File: src/rtl/freq_meter_pkg.sv
// Shared types and constants for the period/frequency meter.
// Pure declarations, no logic.
// No flow control.
package freq_meter_pkg;

    typedef enum logic [2:0] {
        IDLE,
        COUNT,
        DIV,
        BCD,
        DONE
    } state_t;

    localparam int PERIOD_W = 14;
    localparam int QUOT_W   = 17;
    localparam int ITER_CNT = 17;

    localparam int DEF_MAX_PERIOD    = 9999;
    localparam int DEF_MIN_PERIOD    = 10;
    localparam int DEF_DIV_NUMERATOR = 100000;

    // One double-dabble correction on a single BCD digit.
    function automatic logic [3:0] add3(input logic [3:0] d);
        return (d >= 4'd5) ? d + 4'd3 : d;
    endfunction

endpackage

File: src/rtl/bin2bcd_seq.sv
// Sequential shift-add-3 binary to packed BCD converter.
// Latency: W shifts; the first happens on the start edge, done pulses W-1 cycles later.
// No backpressure: a start pulse restarts the conversion at any time.
module bin2bcd_seq
    import freq_meter_pkg::*;
#(
    parameter int W      = 17,
    parameter int DIGITS = 5
) (
    input  logic                clk_alt,
    input  logic                rst_n,
    input  logic                start,
    input  logic [W-1:0]        bin,
    output logic [4*DIGITS-1:0] bcd,
    output logic                done
);

    localparam int CNT_W = $clog2(W + 1);
    localparam int BCD_W = 4 * DIGITS;

    logic [W-1:0]     sh;
    logic [CNT_W-1:0] left;
    logic [BCD_W-1:0] adj;

    always_comb begin
        adj = '0;
        for (int i = 0; i < DIGITS; i++) begin
            adj[4*i +: 4] = add3(bcd[4*i +: 4]);
        end
    end

    always_ff @(posedge clk_alt or negedge rst_n) begin
        if (!rst_n) begin
            sh   <= '0;
            left <= '0;
            bcd  <= '0;
            done <= 1'b0;
        end else begin
            done <= 1'b0;
            if (start) begin
                // The first shift needs no correction since all digits start at zero.
                bcd  <= BCD_W'(bin[W-1]);
                sh   <= {bin[W-2:0], 1'b0};
                left <= CNT_W'(W - 1);
            end else if (left != '0) begin
                bcd  <= BCD_W'({adj, sh[W-1]});
                sh   <= {sh[W-2:0], 1'b0};
                left <= left - CNT_W'(1);
                done <= (left == CNT_W'(1));
            end
        end
    end

endmodule

File: src/rtl/freq_meter.sv
// Measures sig_in period in clk_alt ticks and derives freq_x100, both as packed BCD.
// Latency: meas_valid 35 cycles after the capturing rise is detected.
// No backpressure: rises arriving while busy only restart the period counter.
module freq_meter
    import freq_meter_pkg::*;
#(
    parameter int MAX_PERIOD    = DEF_MAX_PERIOD,
    parameter int MIN_PERIOD    = DEF_MIN_PERIOD,
    parameter int DIV_NUMERATOR = DEF_DIV_NUMERATOR
) (
    input  logic        clk_alt,
    input  logic        rst_n,
    input  logic        sig_in,
    output logic [15:0] period_bcd,
    output logic [19:0] freq_bcd,
    output logic        meas_valid,
    output logic        timeout,
    output logic        busy
);

    localparam logic [PERIOD_W-1:0] MAX_P = PERIOD_W'(MAX_PERIOD);
    localparam logic [PERIOD_W-1:0] MIN_P = PERIOD_W'(MIN_PERIOD);
    localparam logic [QUOT_W-1:0]   NUMER = QUOT_W'(DIV_NUMERATOR);

    state_t              state;
    logic                sync1, sync2, prev, rise;
    logic [PERIOD_W-1:0] cnt, period_r, rem, rem_next;
    logic [QUOT_W-1:0]   quot, quot_next;
    logic [PERIOD_W:0]   trial;
    logic                ge, cnt_sat, sat_pend, bcd_start;
    logic [4:0]          iter;
    logic [15:0]         per_conv;
    logic [19:0]         frq_conv;
    logic                per_done, frq_done;

    assign rise    = sync2 & ~prev;
    assign cnt_sat = (cnt == MAX_P);

    always_ff @(posedge clk_alt or negedge rst_n) begin
        if (!rst_n) begin
            sync1 <= 1'b0;
            sync2 <= 1'b0;
            prev  <= 1'b0;
            cnt   <= '0;
        end else begin
            sync1 <= sig_in;
            sync2 <= sync1;
            prev  <= sync2;
            if (rise) begin
                cnt <= PERIOD_W'(1);
            end else if (!cnt_sat) begin
                cnt <= cnt + PERIOD_W'(1);
            end
        end
    end

    // One restoring-division step per cycle, dividend bits enter from quot's MSB.
    always_comb begin
        trial     = {rem, quot[QUOT_W-1]};
        ge        = (trial >= {1'b0, period_r});
        rem_next  = ge ? PERIOD_W'(trial - {1'b0, period_r}) : trial[PERIOD_W-1:0];
        quot_next = {quot[QUOT_W-2:0], ge};
    end

    // Converters load on the final divide step so the last quotient bit is forwarded.
    assign bcd_start = (state == DIV) && (iter == 5'(ITER_CNT - 1));

    always_ff @(posedge clk_alt or negedge rst_n) begin
        if (!rst_n) begin
            state      <= IDLE;
            period_r   <= '0;
            quot       <= '0;
            rem        <= '0;
            iter       <= '0;
            sat_pend   <= 1'b0;
            period_bcd <= '0;
            freq_bcd   <= '0;
            meas_valid <= 1'b0;
            timeout    <= 1'b1;
            busy       <= 1'b0;
        end else begin
            meas_valid <= 1'b0;
            case (state)
                IDLE: begin
                    if (rise) state <= COUNT;
                end
                COUNT: begin
                    if (rise && cnt >= MIN_P && cnt < MAX_P) begin
                        period_r <= cnt;
                        quot     <= NUMER;
                        rem      <= '0;
                        iter     <= '0;
                        sat_pend <= 1'b0;
                        timeout  <= 1'b0;
                        busy     <= 1'b1;
                        state    <= DIV;
                    end else if (cnt_sat) begin
                        timeout    <= 1'b1;
                        period_bcd <= '0;
                        freq_bcd   <= '0;
                        state      <= IDLE;
                    end
                end
                DIV: begin
                    quot <= quot_next;
                    rem  <= rem_next;
                    iter <= iter + 5'd1;
                    if (cnt_sat) sat_pend <= 1'b1;
                    if (bcd_start) state <= BCD;
                end
                BCD: begin
                    if (cnt_sat) sat_pend <= 1'b1;
                    if (per_done && frq_done) begin
                        busy  <= 1'b0;
                        state <= DONE;
                        if (sat_pend || cnt_sat) begin
                            timeout    <= 1'b1;
                            period_bcd <= '0;
                            freq_bcd   <= '0;
                        end else begin
                            period_bcd <= per_conv;
                            freq_bcd   <= frq_conv;
                            meas_valid <= 1'b1;
                        end
                    end
                end
                DONE: begin
                    state <= sat_pend ? IDLE : COUNT;
                end
                default: begin
                    state <= IDLE;
                end
            endcase
        end
    end

    bin2bcd_seq #(.W(QUOT_W), .DIGITS(4)) u_per_bcd (
        .clk_alt (clk_alt),
        .rst_n   (rst_n),
        .start   (bcd_start),
        .bin     (QUOT_W'(period_r)),
        .bcd     (per_conv),
        .done    (per_done)
    );

    bin2bcd_seq #(.W(QUOT_W), .DIGITS(5)) u_frq_bcd (
        .clk_alt (clk_alt),
        .rst_n   (rst_n),
        .start   (bcd_start),
        .bin     (quot_next),
        .bcd     (frq_conv),
        .done    (frq_done)
    );

endmodule

File: config.mk
export PLATFORM = sky130hd
export DESIGN_NAME = freq_meter
export DESIGN_NICKNAME = d
export VERILOG_FILES = /design/src/rtl/freq_meter_pkg.sv /design/src/rtl/bin2bcd_seq.sv /design/src/rtl/freq_meter.sv
export SDC_FILE = /design/constraint.sdc
export NUM_CORES = 1
export LEC_CHECK = 0
export BUFFER_PORTS_ARGS = -buffer_cell sky130_fd_sc_hd__buf_2
export CAP_MARGIN = 30
export CORE_MARGIN = 1.5
export CORE_UTILIZATION = 67
export CTS_CLUSTER_SIZE = 20
export DETAILED_ROUTE_END_ITERATION = 8
export PLACE_DENSITY_LB_ADDON = 0.05
export SKIP_LAST_GASP = 1
export SYNTH_ARGS = -nofsm -noshare
export SYNTH_HDL_FRONTEND = slang
export SYNTH_SLANG_ARGS = --single-unit
export TNS_END_PERCENT = 30
File: constraint.sdc
create_clock -name clk_alt -period 4 [get_ports clk_alt]
set_input_delay 0.6 -clock clk_alt [delete_from_list [all_inputs] [get_ports clk_alt]]
set_output_delay 0.6 -clock clk_alt [all_outputs]
set_load 0.02 [all_outputs]
==> metrics.txt, run 1 <==
area of the multi-input gates 0.004339 mm²; Root Buffer clkbuf_16; synthesized area 0.009510 mm²; clk sink count 190; fin crit share 0.7239; register area 0.004756 mm²; GR met2 Demand/Resource 0.4522; share of cells above drive strength 1 0.1004; Peak supply drop 0.4632 mV; drt first-iter violations 548; CTS Hold Bufs 0; synth cell count leaders nand2_1, dfrtp_1, nor2_1; Max Freq 0.3453 GHz; Syn. warnings 0; grt met3 use 0.04588; setup violators final 0; Filler Cells Inserted 999; Slew Limit Fails 0; final wirelength 19,030 µm; Async SR Flop Fraction 1.000; Mapped Avg Cell Area 8.765 µm²; Ports 42; placed cells 1,263; Worst R2R Path Depth 6; vias in the first global route 7,014; mean routed wirelength per cell 14.70 µm; Synth Instances 1,085; Initial Util 0.6851; sequential share of the synthesized area 0.5001; antenna-violating nets left 0; Post-Layout Cell Count 1,295; busiest layer in global routing met2; GRT met1 Usage 0.3720; Post-route DRC 0; Synth area leaders dfrtp_1, nand2_1, ha_1, o21ai_0, a21oi_1; area share of the largest cell type after synthesis 0.4973; Ant. Diodes 0; clock latency on the worst-skew pair 0.43 ns; #FFs+latches synth 190; die width 122.1 µm; Synth Area in Adders 0.05736; Reg2Reg Launch Point cnt[6]; worst hold path type primary input to async pin; postcts setup bufs 0; Lkg Pwr 4.922 nW; CP Launch Type register; most common cell in the synthesized netlist nand2_1; Port Buffer Count 41; Synth Area in Simple Gates 0.2116; final hold violations 0; Die Ht 122.1 µm; commonest register cell after synthesis dfrtp_1; post-route minimum period 2.896 ns; Max-slew headroom 0.4415; Global Route Usage Sum 0.2723; XOR/XNOR share of the synthesized area 0.03500; first-pass GRT wire length 32,370 µm; RR Endpoint period_bcd[0]; CP Data Arrival Time 3.24 ns; Die ar. 0.01492 mm²; Area growth, synth to finish 10.45%; GPL Wtd Cong 0.8601; CP endpoint kind register; Util after Layout 0.7567; r2r setup slk 1.10 ns; total CTS buffers 17; area leader, netlist dfrtp_1; post-synthesis mux area share 0.01763; routed vias/inst 5.767; Max FO, Critical Path 40; HPWL after DPL 12,300 µm; Post-layout nets 1,148; core area 0.01388 mm²; post-CTS sizing 0; Compound-Gate Fraction of Synth Area 0.1324; Post-Syn Nets 1,131; Data required, critical path 4.35 ns; Clock transition at path regs 0.07 ns; Netlist cell types 51; cell row count 43; clk_skew 0.008385 ns; Setup TNS Final 0 ns; Power Dens Cells 609.6 mW/mm²; CP Class register to register; outcome complete, no violations; CTS H-tree lvls 4; first drt pass iteration count 5; grt ovf 0; CTS tree done; vias 7,468; largest family of logic cells by synthesized area simple AND/OR/NAND/NOR gates; number of synthesized flops with an enable pin 0; initial antenna violation count 0; clock buffer depth 2; RSZ-0062 raised after global routing false; largest net degree at the start of global routing 107; worst-margin pin slew 0.8378 ns; total of max-cap violations 0
==> how the worst max path moves through the flow <==
stage	startpoint	end	slack, ns	cells past startpoint
2_1_floorplan	cnt[6]	rem[13]	1.40	9
3_3_place_gp	cnt[6]	freq_bcd[7]	1.01	6
3_5_place_dp	cnt[6]	period_bcd[0]	1.08	7
4_1_cts	cnt[6]	freq_bcd[17]	1.10	7
5_1_grt	cnt[6]	period_bcd[0]	0.89	6
6_report	cnt[6]	period_bcd[0]	1.10	6
==> where the power goes <==
group	switching, mW	internal [mW]	leakage, nW	total [mW]
Sequential	0.320	2.25	2.55	2.57
Combinational	1.28	0.845	2.09	2.12
Clock	0.732	0.984	0.290	1.72
==> worst max-delay path, cell delays in order (launching register included) <==
cell and delay (ns):
dfrtp_1 0.42, or4_4 0.56, or4_1 0.71, o21ai_1 0.22, nand2_2 0.36, buf_16 0.32
o21ai_0 0.20
==> metal layers <==
layer,vias up,wire [µm]
met2,132,9221
met1,3628,8944
met4,0,221
met5,-,0
met3,23,647
li1,3685,-
==> cells in the final DEF, fill, tap and decap left out, types with 3 or more instances in the layout <==
cell type / count
clkinv_2: 4
nand2b_1: 15
nor4_1: 5
buf_2: 40
o221ai_1: 8
clkbuf_16: 17
ha_1: 42
or3_1: 3
or4_1: 3
o21a_1: 3
o21ai_0: 74
nand2_1: 257
a31oi_1: 31
and2_1: 3
dfrtp_1: 189
nand4_1: 12
nor3b_1: 3
nor2b_1: 7
buf_4: 13
nor2_1: 88
bufinv_16: 3
nor3_1: 12
a211oi_1: 4
xor2_1: 16
o211ai_1: 8
mux2_2: 14
nand3_1: 45
and3_1: 4
inv_1: 53
clkinv_4: 4
o21ai_1: 7
xnor2_1: 22
a21oi_1: 69
==> registers in the layout, summed over array words and instances, names as in the netlist <==
| name | flops |
|---|---|
| freq_bcd | 20 |
| u_frq_bcd.bcd | 20 |
| quot | 17 |
| period_bcd | 16 |
| u_frq_bcd.sh | 16 |
| u_per_bcd.bcd | 16 |
| u_per_bcd.sh | 16 |
| cnt | 14 |
| period_r | 14 |
| rem | 14 |
| iter | 5 |
| u_frq_bcd.left | 5 |
| u_per_bcd.left | 5 |
| state | 3 |
| busy | 1 |
| meas_valid | 1 |
| prev | 1 |
| sat_pend | 1 |
| sync1 | 1 |
| sync2 | 1 |
| timeout | 1 |
| u_frq_bcd.done | 1 |
| u_per_bcd.done | 1 |
==> cell families (layout without fill, tap and decap cells) <==
kind of cell,count (synthesis),count (layout)
AO/OA/AOI/OAI,219,219
XOR/XNOR,38,38
adder cells (fa/ha/maj),43,43
buffers and inverters,112,142
flip-flops,190,190
multiplexers,15,15
AND/OR/NAND/NOR,468,468
==> through the flow <==
step | instance area, µm² | power, mW | setup WS (ns) | hold slack, ns
after global routing | 10500 | 6.844 | 0.8906 | 0.2636
after floorplan | 9510 | 4.197 | 1.396 | 0.3044
after detailed placement | 9906 | 4.690 | 1.082 | 0.3411
after CTS | 10500 | 6.418 | 1.102 | 0.2633
final | 10500 | 6.403 | 1.104 | 0.2370
after global placement | 9851 | 4.608 | 1.008 | 0.3346
==> area by class of cell <==
| cell class | count | share of cell area |
|---|---|---|
| Clock buffer | 18 | 0.04086 |
| Clock inverter | 14 | 0.01608 |
| Inverter | 53 | 0.01894 |
| Multi-Input combinational cell | 783 | 0.4131 |
| Sequential cell | 190 | 0.4528 |
| Tap cell | 180 | 0.02144 |
| Timing Repair Buffer | 57 | 0.03681 |
(Power assumes the default switching activity.)
==> inputs of run 2 (changes only) <==
- CORE_UTILIZATION: 67 -> 56
- clock period: 4 -> 2.6 ns (I/O delays scaled with it)
==> metrics.txt, run 2 (synthesis results as in run 1) <==
outcome complete, no violations (unchanged); Clock transition at path regs 0.07 ns (about the same); final hold violations 0 (unchanged); clk_skew 0.01076 ns (was 0.008385 ns); Slew Limit Fails 0 (unchanged); Peak supply drop 0.6838 mV (was 0.4632 mV); Slowest cell on crit path or4_1 (unchanged); initial antenna violation count 0 (unchanged); total power draw 9.884 mW (was 6.403 mW); post-route cell area 0.01074 mm² (was 0.01050 mm²); Data required, critical path 2.88 ns (was 4.35 ns); Regs by FF count freq_bcd x20, u_frq_bcd.bcd x20, quot x17 (unchanged); worst hold path type primary input to register (was primary input to async pin); Reg2Reg Launch Point cnt[6] (unchanged); CP startpoint cnt[6] (unchanged); vias 7,458 (was 7,468); grt ovf 0 (unchanged); largest net degree at the start of global routing 73 (was 107); total CTS buffers 17 (unchanged); total of max-cap violations 0 (unchanged); die width 133.3 µm (was 122.1 µm); Lkg Pwr 5.039 nW (was 4.922 nW); core area 0.01658 mm² (was 0.01388 mm²); clock latency on the worst-skew pair 0.43 ns (about the same); CTS H-tree lvls 4 (unchanged); final wirelength 19,660 µm (was 19,030 µm); clk sink count 190 (unchanged); Initial Util 0.5735 (was 0.6851); Root Buffer clkbuf_16 (unchanged); clock buffer depth 2 (unchanged); Global Route Usage Sum 0.2341 (was 0.2723); Max-slew headroom 0.5075 (was 0.4415); CP Class register to register (unchanged); first drt pass iteration count 5 (unchanged); antenna-violating nets left 0 (unchanged); CTS tree done (unchanged); Min Hold Slack 0.06830 ns (was 0.2370 ns); Area growth, synth to finish 12.92% (was 10.45%); RSZ-0062 raised after global routing true (was false); hold path depth 1; first-pass GRT wire length 33,690 µm (was 32,370 µm); Die Ht 133.3 µm (was 122.1 µm); mean routed wirelength per cell 14.48 µm (was 14.70 µm); share of cells above drive strength 1 0.1178 (was 0.1004); fin crit share 0.9661 (was 0.7239); HPWL after DPL 12,980 µm (was 12,300 µm); Ant. Diodes 0 (unchanged); critical-path cell list or4_4 > o311a_1 > or4_1 > and2_1 > buf_12 > nand2_1 > o221ai_1 (was or4_4 > or4_1 > o21ai_1 > nand2_2 > buf_16 > o21ai_0); delay of the slowest critical-path stage 0.57 ns (was 0.71 ns); Max FO, Critical Path 16 (was 40); setup violators final 0 (unchanged); Post-layout nets 1,173 (was 1,148); Worst R2R Path Depth 7 (was 6); Power Dens Cells 920.4 mW/mm² (was 609.6 mW/mm²); r2r setup slk 0.09 ns (was 1.10 ns); CP Launch Type register (unchanged); commonest non-fill, non-tap cell in the layout nand2_1 (unchanged); Die ar. 0.01777 mm² (was 0.01492 mm²); CP Data Arrival Time 2.79 ns (was 3.24 ns); post-route minimum period 2.512 ns (was 2.896 ns); RR Endpoint rem[13] (was period_bcd[0]); Ports 42 (unchanged); Worst Hold Path EP sync1; min-delay src sig_in; routed vias/inst 5.492 (was 5.767); Post-Layout Cell Count 1,358 (was 1,295); cell row count 47 (was 43); vias in the first global route 7,016 (was 7,014); Post-route DRC 0 (unchanged); DP Area 0.01016 mm² (was 0.009906 mm²); CP endpoint kind register (unchanged); GPL Wtd Cong 0.8632 (was 0.8601); drt first-iter violations 482 (was 548); Port Buffer Count 41 (unchanged); most frequent cells in the layout nand2_1, dfrtp_1, nor2_1 (unchanged); Max Freq 0.3981 GHz (was 0.3453 GHz); worst-margin pin slew 0.7372 ns (was 0.8378 ns); placed cells 1,327 (was 1,263); Util after Layout 0.6476 (was 0.7567)
-- run 2: cell types whose count changed in the layout (fill, tap and decap cells not counted), sizes merged --
cell,change
buf,+24
clkbuf,+4
clkinv,-3
bufinv,-2
clkinvlp,-1
dlygate4sd3,+1
-- run 2: timing repair --
| item | in CTS | in global routing |
|---|---|---|
| setup endpoints to repair | 0 | 13 |
| buffers inserted | 0 | 0 |
| resized for setup | 0 | 1 |
| endpoints found under the hold margin | 52 | 0 |
| hold buffers | 1 | 0 |
-- run 2: through the flow --
stage,setup TNS (ns),setup WS (ns)
floorplan,0,0.03707
global placement,0,0.1212
detailed placement,0,0.07315
CTS,0,0.05309
global route,-0.09205,-0.03887
finish,0,0.08826
-- run 2: area by class of cell --
class | count | area, µm²
Multi-Input combinational cell | 783 | 4339
Inverter | 53 | 198.9
Fill cell | 1431 | 5844
Sequential cell | 190 | 4756
Clock inverter | 8 | 82.58
Timing Repair Buffer | 82 | 603.1
Clock buffer | 22 | 484.2
Tap cell | 220 | 275.3
-- run 2: how the worst max path moves through the flow --
stage / cells after the start / slack [ns] / endpoint
detailed placement: 5 / 0.07 / period_r[12]
CTS: 5 / 0.05 / period_r[12]
global route: 7 / -0.04 / rem[10]
floorplan: 9 / 0.04 / rem[13]
global placement: 5 / 0.12 / period_r[1]
finish: 7 / 0.09 / rem[13]
-- run 2: critical path: cells and delay by family, from the launching register on --
family / cells / cell delay [ns]
AND/OR/NAND/NOR: 4 / 1.40
AO/OA/AOI/OAI: 2 / 0.44
flip-flops: 1 / 0.38
buffers and inverters: 1 / 0.16
-- run 2: metal layers --
metal | GRT usage | vias up | routed length (µm)
li1 | - | 3742 | -
met3 | 0.04985 | 12 | 553
met5 | 0 | - | 0
met1 | 0.3247 | 3608 | 9619
met2 | 0.3788 | 96 | 9313
met4 | 0.05737 | 0 | 174
-- run 2: power by group --
group | switching, mW | leakage (nW) | internal [mW] | total (mW)
logic | 2.01 | 2.21 | 1.43 | 3.45
clock network | 1.09 | 0.278 | 1.42 | 2.51
registers | 0.472 | 2.55 | 3.45 | 3.93
total | 3.58 | 5.04 | 6.30 | 9.88
==> inputs of run 3 (changes only) <==
- CORE_UTILIZATION: 56 -> 62
- clock period: 2.6 -> 2.4 ns (I/O delays scaled with it)
==> metrics.txt, run 3 (synthesis results as in run 1) <==
total power draw 10.85 mW (was 9.884 mW); antenna-violating nets left 0 (unchanged); Ant. Diodes 0 (unchanged); setup violators final 0 (unchanged); clk sink count 190 (unchanged); largest net degree at the start of global routing 73 (unchanged); first drt pass iteration count 7 (was 5); Die ar. 0.01609 mm² (was 0.01777 mm²); r2r setup slk 0.06 ns (was 0.09 ns); Root Buffer clkbuf_16 (unchanged); Max Freq 0.4271 GHz (was 0.3981 GHz); die width 126.9 µm (was 133.3 µm); routed vias/inst 5.704 (was 5.492); Slew Limit Fails 0 (unchanged); vias in the first global route 7,351 (was 7,016); Setup WS post-layout 0.05845 ns (was 0.08826 ns); HPWL after DPL 13,000 µm (was 12,980 µm); critical-path cell list or4_4 > o311a_1 > or4_4 > buf_4 > mux2_2 (was or4_4 > o311a_1 > or4_1 > and2_1 > buf_12 > nand2_1 > o221ai_1); initial antenna violation count 0 (unchanged); Setup WS pre-CTS -0.001449 ns (was 0.07315 ns); grt ovf 0 (unchanged); clk_skew 0.01084 ns (was 0.01076 ns); Filler Cells Inserted 1,165 (was 1,431); post-route minimum period 2.342 ns (was 2.512 ns); Power Dens Cells 1008 mW/mm² (was 920.4 mW/mm²); cell row count 45 (was 47); total of max-cap violations 0 (unchanged); commonest non-fill, non-tap cell in the layout nand2_1 (unchanged); vias 7,581 (was 7,458); worst-margin pin slew 0.7238 ns (was 0.7372 ns); Global Route Usage Sum 0.2658 (was 0.2341); first-pass GRT wire length 34,620 µm (was 33,690 µm); Peak supply drop 0.8038 mV (was 0.6838 mV); outcome complete, no violations (unchanged); Crit path max-delay family simple AND/OR/NAND/NOR gates (unchanged); clock latency on the worst-skew pair 0.44 ns (was 0.43 ns); RSZ-0062 raised after global routing true (unchanged); core area 0.01509 mm² (was 0.01658 mm²); CP Data Arrival Time 2.66 ns (was 2.79 ns); delay of the slowest critical-path stage 0.54 ns (was 0.57 ns); CTS tree done (unchanged); Slowest cell on crit path or4_4 (was or4_1); GPL Wtd Cong 0.8434 (was 0.8632); Initial Util 0.6303 (was 0.5735); register area 0.004756 mm² (unchanged); Max-slew headroom 0.5164 (was 0.5075); Post-layout nets 1,174 (was 1,173); Port Buffer Count 41 (unchanged); Ports 42 (unchanged); most frequent cells in the layout nand2_1, dfrtp_1, nor2_1 (unchanged); Setup TNS Final 0 ns (unchanged); Lkg Pwr 5.054 nW (was 5.039 nW); Clock transition at path regs 0.07 ns (about the same); CP Class register to register (unchanged); CP Launch Type register (unchanged); worst hold path type primary input to register (unchanged); Regs by FF count freq_bcd x20, u_frq_bcd.bcd x20, quot x17 (unchanged); CP most frequent cell or4_4; final hold violations 0 (unchanged); Data required, critical path 2.72 ns (was 2.88 ns); clock buffer depth 2 (unchanged); mean routed wirelength per cell 14.80 µm (was 14.48 µm); final wirelength 19,680 µm (was 19,660 µm); Min Hold Slack 0.02390 ns (was 0.06830 ns); postcts setup bufs 0 (unchanged); area of the multi-input gates 0.004345 mm² (was 0.004339 mm²); total CTS buffers 17 (unchanged); Max FO, Critical Path 14 (was 16); Area growth, synth to finish 13.13% (was 12.92%); drt first-iter violations 459 (was 482); Post-route DRC 0 (unchanged); share of cells above drive strength 1 0.1192 (was 0.1178); Die Ht 126.9 µm (was 133.3 µm); Buf+Inv Stages, Crit Path 1 (unchanged); CP endpoint kind register (unchanged); fin crit share 0.9756 (was 0.9661); CTS H-tree lvls 4 (unchanged)
==> run 3: metrics by stage <==
step / cell area (µm²) / std cells / util
floorplan: 9514 / 1085 / -
global placement: 10170 / 1296 / 0.6737
detailed placement: 10170 / 1296 / 0.6737
CTS: 10760 / 1329 / 0.7128
global route: 10760 / 1329 / 0.7130
finish: 10760 / 1329 / 0.7130
==> run 3: power by group <==
part           internal (mW)  switching, mW  total [mW]
logic                   1.58           2.24        3.81
clock network           1.59           1.21        2.80
registers               3.74          0.495        4.24
==> run 3: timing repair <==
item	4_1_cts	5_1_grt
hold buffers	1	0
endpoints found under the hold margin	67	0
setup endpoints to repair	2	22
resized for setup	1	1
==> run 3: final timing paths <==
| kind | from | to | cells past startpoint |
|---|---|---|---|
| min in group asynchronous | rst_n | u_frq_bcd.bcd[10] | 2 |
| max in group asynchronous | rst_n | u_per_bcd.sh[7] | 3 |
| setup / recovery | cnt[7] | period_r[13] | 5 |
| setup reg to reg | cnt[7] | period_r[13] | 5 |
| hold / removal | sig_in | sync1 | 1 |
| hold reg to reg | sync1 | sync2 | 0 |
==> run 3: cell type report <==
class	instances	share of cell area
clock buffer	23	0.04349
clock inverter	9	0.01000
inverter	53	0.01849
multi-input combinational	783	0.4039
sequential	190	0.4420
tap	188	0.02186
timing repair buffer	83	0.06024
==> run 3: metal layers <==
| metal | GRT usage | part of all wire | up-vias |
|---|---|---|---|
| met5 | 0 | 0 | - |
| met4 | 0.07687 | 0.014 | 0 |
| met3 | 0.04682 | 0.029 | 30 |
| met2 | 0.4377 | 0.48 | 119 |
| met1 | 0.3648 | 0.47 | 3681 |
| li1 | - | - | 3751 |
